**src/rtl/lcd_cmd_pkg.sv**
```systemverilog
// Opcode map and sequencer state type shared by the LCD command sequencer files.
// The optional watchdog is enabled with the LCD_SEQ_TIMEOUT_EN macro.
package lcd_cmd_pkg;

    localparam logic [3:0] WRITE       = 4'h0;
    localparam logic [3:0] SHIFT_UP    = 4'h1;
    localparam logic [3:0] SHIFT_DOWN  = 4'h2;
    localparam logic [3:0] SHIFT_LEFT  = 4'h3;
    localparam logic [3:0] SHIFT_RIGHT = 4'h4;
    localparam logic [3:0] MAX         = 4'h5;
    localparam logic [3:0] MIN         = 4'h6;
    localparam logic [3:0] AVERAGE     = 4'h7;
    localparam logic [3:0] CCW         = 4'h8;
    localparam logic [3:0] CW          = 4'h9;
    localparam logic [3:0] MIRROR_X    = 4'hA;
    localparam logic [3:0] MIRROR_Y    = 4'hB;
    localparam logic [3:0] LOAD        = 4'hC;
    localparam logic [3:0] TERM        = 4'hF;

    typedef enum logic [2:0] {
        S_IDLE,
        S_FETCH,
        S_WAIT_Q,
        S_ISSUE,
        S_WAIT_ACK,
        S_WAIT_RDY,
        S_WAIT_DONE,
        S_END
    } seq_state_t;

    // 4'hD and 4'hE are reserved and end the script just like the terminator.
    function automatic logic is_stop_op(input logic [3:0] op);
        return (op == TERM) || (op == 4'hD) || (op == 4'hE);
    endfunction

endpackage

```
**src/rtl/lcd_seq_watchdog.sv**
```systemverilog
// Wait-state watchdog: counts waiting cycles and flags when the limit is reached.
// Only instantiated when LCD_SEQ_TIMEOUT_EN is defined.
module lcd_seq_watchdog #(
    parameter int unsigned LIMIT = 1024
) (
    input  logic clk,
    input  logic reset,
    input  logic i_clear,
    input  logic i_count,
    output logic o_expired
);

    localparam int unsigned CW = (LIMIT > 1) ? $clog2(LIMIT) : 1;

    logic [CW-1:0] r_count;

    // Ungated compare; the sequencer only acts on it while waiting.
    assign o_expired = (r_count == CW'(LIMIT - 1));

    always_ff @(posedge clk or posedge reset) begin
        if (reset) begin
            r_count <= '0;
        end else if (i_clear) begin
            r_count <= '0;
        end else if (i_count && !o_expired) begin
            r_count <= r_count + 1'b1;
        end
    end

endmodule

```
**src/rtl/lcd_cmd_sequencer.sv**
```systemverilog
// Script-driven command initiator for the image display controller.
// Define LCD_SEQ_TIMEOUT_EN to build the wait-state watchdog and the err flag.
module lcd_cmd_sequencer
    import lcd_cmd_pkg::*;
#(
    parameter int unsigned ADDR_W  = 5,
    parameter int unsigned TIMEOUT = 1024
) (
    input  logic              clk,
    input  logic              reset,
    input  logic              start,
    output logic              scr_rd,
    output logic [ADDR_W-1:0] scr_A,
    input  logic [3:0]        scr_Q,
    input  logic              busy,
    input  logic              done,
    output logic [3:0]        cmd,
    output logic              cmd_valid,
    output logic              running,
    output logic              finished,
    output logic [ADDR_W:0]   cmd_count,
    output logic              err
);

    seq_state_t        r_state;
    seq_state_t        w_next;
    logic [3:0]        r_opcode;
    logic [3:0]        r_cmd;
    logic [ADDR_W-1:0] r_scr_A;
    logic [ADDR_W:0]   r_cmd_count;
    logic              r_running;

    logic w_start_acc;
    logic w_strobe;
    logic w_addr_inc;
    logic w_finished;
    logic w_rd;
    logic w_timeout;

    assign w_start_acc = (r_state == S_IDLE) && start;

`ifdef LCD_SEQ_TIMEOUT_EN
    logic w_waiting;
    logic w_wd_clear;
    logic r_err;

    assign w_waiting  = ((r_state == S_ISSUE)     && busy) ||
                        ((r_state == S_WAIT_RDY)  && busy) ||
                        ((r_state == S_WAIT_DONE) && !done);
    // Any state change restarts the count, which covers entry into each wait state.
    assign w_wd_clear = (w_next != r_state);

    lcd_seq_watchdog #(
        .LIMIT(TIMEOUT)
    ) u_watchdog (
        .clk      (clk),
        .reset    (reset),
        .i_clear  (w_wd_clear),
        .i_count  (w_waiting),
        .o_expired(w_timeout)
    );

    always_ff @(posedge clk or posedge reset) begin
        if (reset) begin
            r_err <= 1'b0;
        end else if (w_start_acc) begin
            r_err <= 1'b0;
        end else if (w_waiting && w_timeout) begin
            r_err <= 1'b1;
        end
    end

    assign err = r_err;
`else
    assign w_timeout = 1'b0;
    assign err       = 1'b0;
`endif

    always_comb begin
        w_next     = r_state;
        w_rd       = 1'b0;
        w_strobe   = 1'b0;
        w_addr_inc = 1'b0;
        w_finished = 1'b0;
        unique case (r_state)
            S_IDLE: begin
                if (start) w_next = S_FETCH;
            end
            S_FETCH: begin
                w_rd   = 1'b1;
                w_next = S_WAIT_Q;
            end
            S_WAIT_Q: begin
                w_next = is_stop_op(scr_Q) ? S_END : S_ISSUE;
            end
            S_ISSUE: begin
                if (!busy) begin
                    w_strobe = 1'b1;
                    w_next   = S_WAIT_ACK;
                end else if (w_timeout) begin
                    w_next = S_END;
                end
            end
            S_WAIT_ACK: begin
                w_next = S_WAIT_RDY;
            end
            S_WAIT_RDY: begin
                if (!busy) begin
                    if (r_opcode == WRITE) begin
                        w_next = S_WAIT_DONE;
                    end else if (r_scr_A == '1) begin
                        w_next = S_END;
                    end else begin
                        w_addr_inc = 1'b1;
                        w_next     = S_FETCH;
                    end
                end else if (w_timeout) begin
                    w_next = S_END;
                end
            end
            S_WAIT_DONE: begin
                if (done || w_timeout) w_next = S_END;
            end
            S_END: begin
                w_finished = 1'b1;
                w_next     = S_IDLE;
            end
            default: begin
                w_next = S_IDLE;
            end
        endcase
    end

    always_ff @(posedge clk or posedge reset) begin
        if (reset) begin
            r_state     <= S_IDLE;
            r_opcode    <= '0;
            r_cmd       <= '0;
            r_scr_A     <= '0;
            r_cmd_count <= '0;
            r_running   <= 1'b0;
        end else begin
            r_state <= w_next;
            if (w_start_acc) begin
                r_running   <= 1'b1;
                r_scr_A     <= '0;
                r_cmd_count <= '0;
            end
            if (r_state == S_WAIT_Q) begin
                r_opcode <= scr_Q;
            end
            if (w_strobe) begin
                r_cmd       <= r_opcode;
                r_cmd_count <= r_cmd_count + 1'b1;
            end
            if (w_addr_inc) begin
                r_scr_A <= r_scr_A + 1'b1;
            end
            if (r_state == S_END) begin
                r_running <= 1'b0;
            end
        end
    end

    // The strobe cycle shows the new opcode; otherwise cmd holds the last issued one.
    assign cmd       = w_strobe ? r_opcode : r_cmd;
    assign cmd_valid = w_strobe;
    assign scr_rd    = w_rd;
    assign scr_A     = r_scr_A;
    assign running   = r_running;
    assign finished  = w_finished;
    assign cmd_count = r_cmd_count;

endmodule

```
**config.mk**
```make
export PLATFORM = sky130hd
export DESIGN_NAME = lcd_cmd_sequencer
export DESIGN_NICKNAME = d
export VERILOG_FILES = /design/src/rtl/lcd_cmd_pkg.sv /design/src/rtl/lcd_seq_watchdog.sv /design/src/rtl/lcd_cmd_sequencer.sv
export SDC_FILE = /design/constraint.sdc
export NUM_CORES = 1
export LEC_CHECK = 0
export CORE_ASPECT_RATIO = 0.7
export CORE_MARGIN = 2
export CORE_UTILIZATION = 30
export DETAILED_ROUTE_END_ITERATION = 8
export SLEW_MARGIN = 20
export SYNTH_ARGS = -nofsm -noshare
export SYNTH_HDL_FRONTEND = slang
export SYNTH_SLANG_ARGS = --single-unit
```
**constraint.sdc**
```tcl
create_clock -name clk -period 2.1 [get_ports clk]
set_input_delay 0.42 -clock clk [delete_from_list [all_inputs] [get_ports clk]]
set_output_delay 0.42 -clock clk [all_outputs]
set_load 0.03 [all_outputs]
```
; ---- Word level (Yosys, flattened, before mapping)
; Index checks and enable logic that the tools add are counted.
[totals]
regBits = 23
latch_bits = 0
mem_bits_rw = 0
mem_bits_ro = 0
in_bits = 9
output_inout_bits = 20
memories = 0
[classes]
n_addsub = 2
n_mul = 0
div = 0
order_cmp = 0
eq_ne = 15
shifts = 0
mux = 23
n_bitwise = 0
n_reduce_logical = 9
[op_table]
columns = op, n
row1 = $pmux 3 s8, 1
row2 = $mux 3, 7
row3 = $eq 3x3->1 const B, 4
row4 = $eq 4x4->1 const B, 3
row5 = $mux 6, 2
row6 = $mux 1, 10
row7 = $mux 5, 2
row8 = $ne 2x2->1 const B, 4
row9 = $add 6x1->6 const B, 1
row10 = $eq 3x2->1 const B, 2
row11 = $reduce_bool 2->1, 3
row12 = $add 5x1->5 const B, 1
row13 = $eq 5x5->1 const B, 1
row14 = $logic_not 4->1, 1
row15 = $mux 4, 1
row16 = $reduce_and 4->1, 1
row17 = $eq 3x1->1 const B, 1
row18 = $logic_not 3->1, 1
row19 = $logic_or 1x1->1, 2
row20 = $logic_and 1x1->1, 1

; ---- Logic depth before layout (Yosys ltp)
[depth]
word_depth = 6
depth_mapped = 5
ltp_nobuf = 5

; ---- Least setup slack after synthesis
; OpenSTA, ideal clock, no wires.
[synth_path]
kind = reg2out
startpoint = register r_state[2]
endpoint = output cmd[0]
arrival_ns = 1.504
required_ns = 1.680
setup_slack_ns = 0.176
path_stages_with_launch = 5
n_path_buf = 2
cell_sequence = dfrtp_1 buf_2 and4bb_2 buf_4 mux2_2
[synth_between]
elab_chain_cells = 3
[synth_rtl]
columns = item, line
row1 = start: declaration, lcd_cmd_sequencer.sv:25  ; seq_state_t r_state;
row2 = start signal: assignment, lcd_cmd_sequencer.sv:143  ; r_state <= w_next;
row3 = $eq 3x2->1, lcd_cmd_sequencer.sv:85  ; unique case (r_state)
row4 = $mux 1, lcd_cmd_sequencer.sv:85
row5 = via cmd_valid, lcd_cmd_sequencer.sv:18  ; output logic cmd_valid,
row6 = $mux 4, -
row7 = end: declaration, lcd_cmd_sequencer.sv:17  ; output logic [3:0] cmd,
; The timed path passes the listed nets, and every way through them passes these cells.

; ---- Final worst setup path
[layout_path]
startpoint = input busy
endpoint = output cmd[0]
[layout_between]
elab_chain_cells = 3
[layout_rtl]
columns = item, line
row1 = start: declaration, lcd_cmd_sequencer.sv:15  ; input logic busy,
row2 = $mux 1, lcd_cmd_sequencer.sv:97  ; if (!busy) begin
row3 = $mux 1, lcd_cmd_sequencer.sv:85
row4 = $mux 4, -
; No other way between the ends.

==> impl_metrics.toml <==
[floorplan]
fp.dieH_um = 57.2
start_util = 0.312
core_area_mm2 = 0.00390
die-area_mm2 = 0.00458
pin_count = 29
core.rowCount = 19
die_width_um = 80.1

[pwr]
intPower_mw = 1.30
p_clk_frac = 0.124
p_sw_frac = 0.404
pwr-share-comb = 0.533
power_mw = 2.18
max-vdd-ir-drop_uv = 667
p_leak_nw = 0.768
p_per_area_mw_per_mm2 = 1330
seq_power_share = 0.343
p_sw_mw = 0.882

[final_layout]
nNetsFinal = 155
final_area_mm2 = 0.00164
drive_above_1_share = 0.239
final_util = 0.421
antennaDiodeCount = 0
syn_to_final_growth_pct = 35.1

[grt]
first_global_vias = 903
overflow = 0
grt_usage = 0.117
grt_max_degree = 24
antenna_found_initial = 0
grt_pass1_wl_um = 4140

[setup_path]
path_max_fanout = 5
critPathLaunch = "busy"
worstSetupPathType = "in2out"
required_ns = 1.68
arrival_ns = 1.54
cp-start-kind = "input pin"
r2r_start = "scr_A[0]"
cp-end-kind = "output pin"
reg2regPathDepth = 5

[sta]
skew_ns = 0.00109
setup_viol = 0
slew_viol_final = 0
period_share = 0.934
fmax_mhz = 510
fin_crit_ns = 1.96
finalHoldViolCount = 0
rsz0062_at_grt = "false"

[logic_synthesis]
ys.warnings.count = 0
yosysUniqueCellTypes = 35
synthArstFlopShare = 1.00
synth_area_mm2 = 0.00121
ys_seq_area_frac = 0.474
postSynthCellCount = 107
synth-seq-cells = 23
synth_edf_count = 0
synth_ff_type = "dfrtp_1"
syn_nets = 119
synth.avg_cell_area_um2 = 11.4

[drt]
viasPerCell = 4.77
drt_iter0_drc = 33
drt_wl_total_um = 2520
dr.pass1.iters = 4
drtAntennaViolNets = 0
vias = 926
drc = 0
wire_per_inst_um = 13.0

[place]
hpwl_um = 1920
portBuffers = 27
placed_cell_area_mm2 = 0.00158
gp_congestion = 0.719

[worst_hold_path]
min-delay-start = "cmd_count[5]"
holdPathStages = 1
holdCritPathClass = "reg2reg"

[cts]
cts_buffer_depth = 2
clkSlewWorstSetupHoldPaths_ns = 0.08
clock_sinks = 23
cts_tree = "built"
numCtsBuffers = 3
clkLatencyLatePin_ns = 0.26
hold_buffers = 0
root_buffer = "clkbuf_8"
cts_max_level = 1

[status]
status = "finished clean"

[run]
cap_violations = 0
state kept, by name (all words and copies together), names as in the netlist:
register	count
r_opcode	4
r_state	3
scr_A	5
cmd_count	6
running	1
r_cmd	4
stage by stage:
step / hold slack [ns] / cells / worst slack, ns / setup TNS (ns)
after CTS: 0.488 / 194 / 0.00675 / 0
after global routing: 0.518 / 194 / 0.0968 / 0
after global placement: 0.461 / 189 / -0.544 / -2.16
final: 0.480 / 194 / 0.138 / 0
after detailed placement: 0.477 / 189 / -0.575 / -2.26
after floorplan: 0.422 / 107 / 0.176 / 0
final cells by class:
| cell class | instances | area (um^2) |
|---|---|---|
| flip-flops and latches | 23 | 576 |
| well taps | 52 | 65.1 |
| multi-input cells | 71 | 597 |
| clock buffers | 4 | 45.0 |
| inverters | 7 | 26.3 |
| fillers | 399 | 2260 |
| repair buffers | 37 | 333 |
path summary, 6_finish.rpt:
check	end	slack, ns
worst max-delay path	cmd[0]	0.14
worst min-delay path	cmd_count[5]	0.48
worst max register to register	scr_A[2]	0.31
worst min register to register	cmd_count[5]	0.48
max in group asynchronous	r_state[0]	1.38
min in group asynchronous	r_cmd[0]	0.49
layout by cell type (no fill, tap or decap), types with 4 or more instances in the layout:
master	synthesis	routed
mux2_4	0	4
inv_1	7	7
clkdlybuf4s50_1	0	19
nand2_1	9	9
nand2b_1	4	4
mux2_2	11	7
buf_4	2	15
mux2i_1	7	7
dfrtp_1	23	23
worst max-delay path, cell delays in order:
cell and delay [ns]:
dlygate4sd2_1 0.25, and4bb_4 0.38, mux2_4 0.32, buf_4 0.17
synth_stat cells (2+ instances only):
library cell / number / area [um^2]
a21oi_1: 2 / 10.0
and3_1: 3 / 18.8
buf_2: 4 / 20.0
buf_4: 2 / 15.0
dfrtp_1: 23 / 576
ha_1: 3 / 37.5
inv_1: 7 / 26.3
mux2_2: 11 / 124
mux2i_1: 7 / 70.1
nand2_1: 9 / 33.8
nand2b_1: 4 / 25.0
nand3_1: 2 / 10.0
nand4_1: 2 / 12.5
nor2_1: 3 / 11.3
nor3b_1: 2 / 15.0
o21ai_0: 3 / 15.0
o311a_1: 2 / 20.0
power groups by stage:
stage | sequential, mW | combinational [mW] | clock (mW)
detailed placement | 0.755 | 1.16 | 0
finish | 0.748 | 1.16 | 0.271
global route | 0.775 | 1.25 | 0.294
floorplan | 0.845 | 0.647 | 0
CTS | 0.753 | 1.18 | 0.285
global placement | 0.743 | 1.13 | 0
logic make-up (layout without fill, tap and decap cells):
group,Yosys count,after routing,synth area share
other,1,1,0.00309
adder cells (fa/ha/maj),3,3,0.0309
multiplexers,19,19,0.178
flip-flops,23,23,0.474
AO/OA/AOI/OAI,12,12,0.0711
AND/OR/NAND/NOR,35,35,0.185
buffers and inverters,13,48,0.0505
XOR/XNOR,1,1,0.00721
repair_timing:
action | CTS | global route
setup endpoints to repair | 5 | 1
endpoints found under the hold margin | 0 | 0
gates resized for setup | 31 | 1
gates cloned | 0 | 0
buffers inserted | 1 | 0
pin swaps | 1 | 0
routing by layer:
| metal | GRT usage | wire [um] | share of wire |
|---|---|---|---|
| met5 | 0 | 0 | 0 |
| met4 | 0.0291 | 27 | 0.011 |
| met3 | 0.0285 | 146 | 0.058 |
| met2 | 0.193 | 1240 | 0.49 |
| met1 | 0.155 | 1100 | 0.44 |
(Power assumes the default switching activity.)
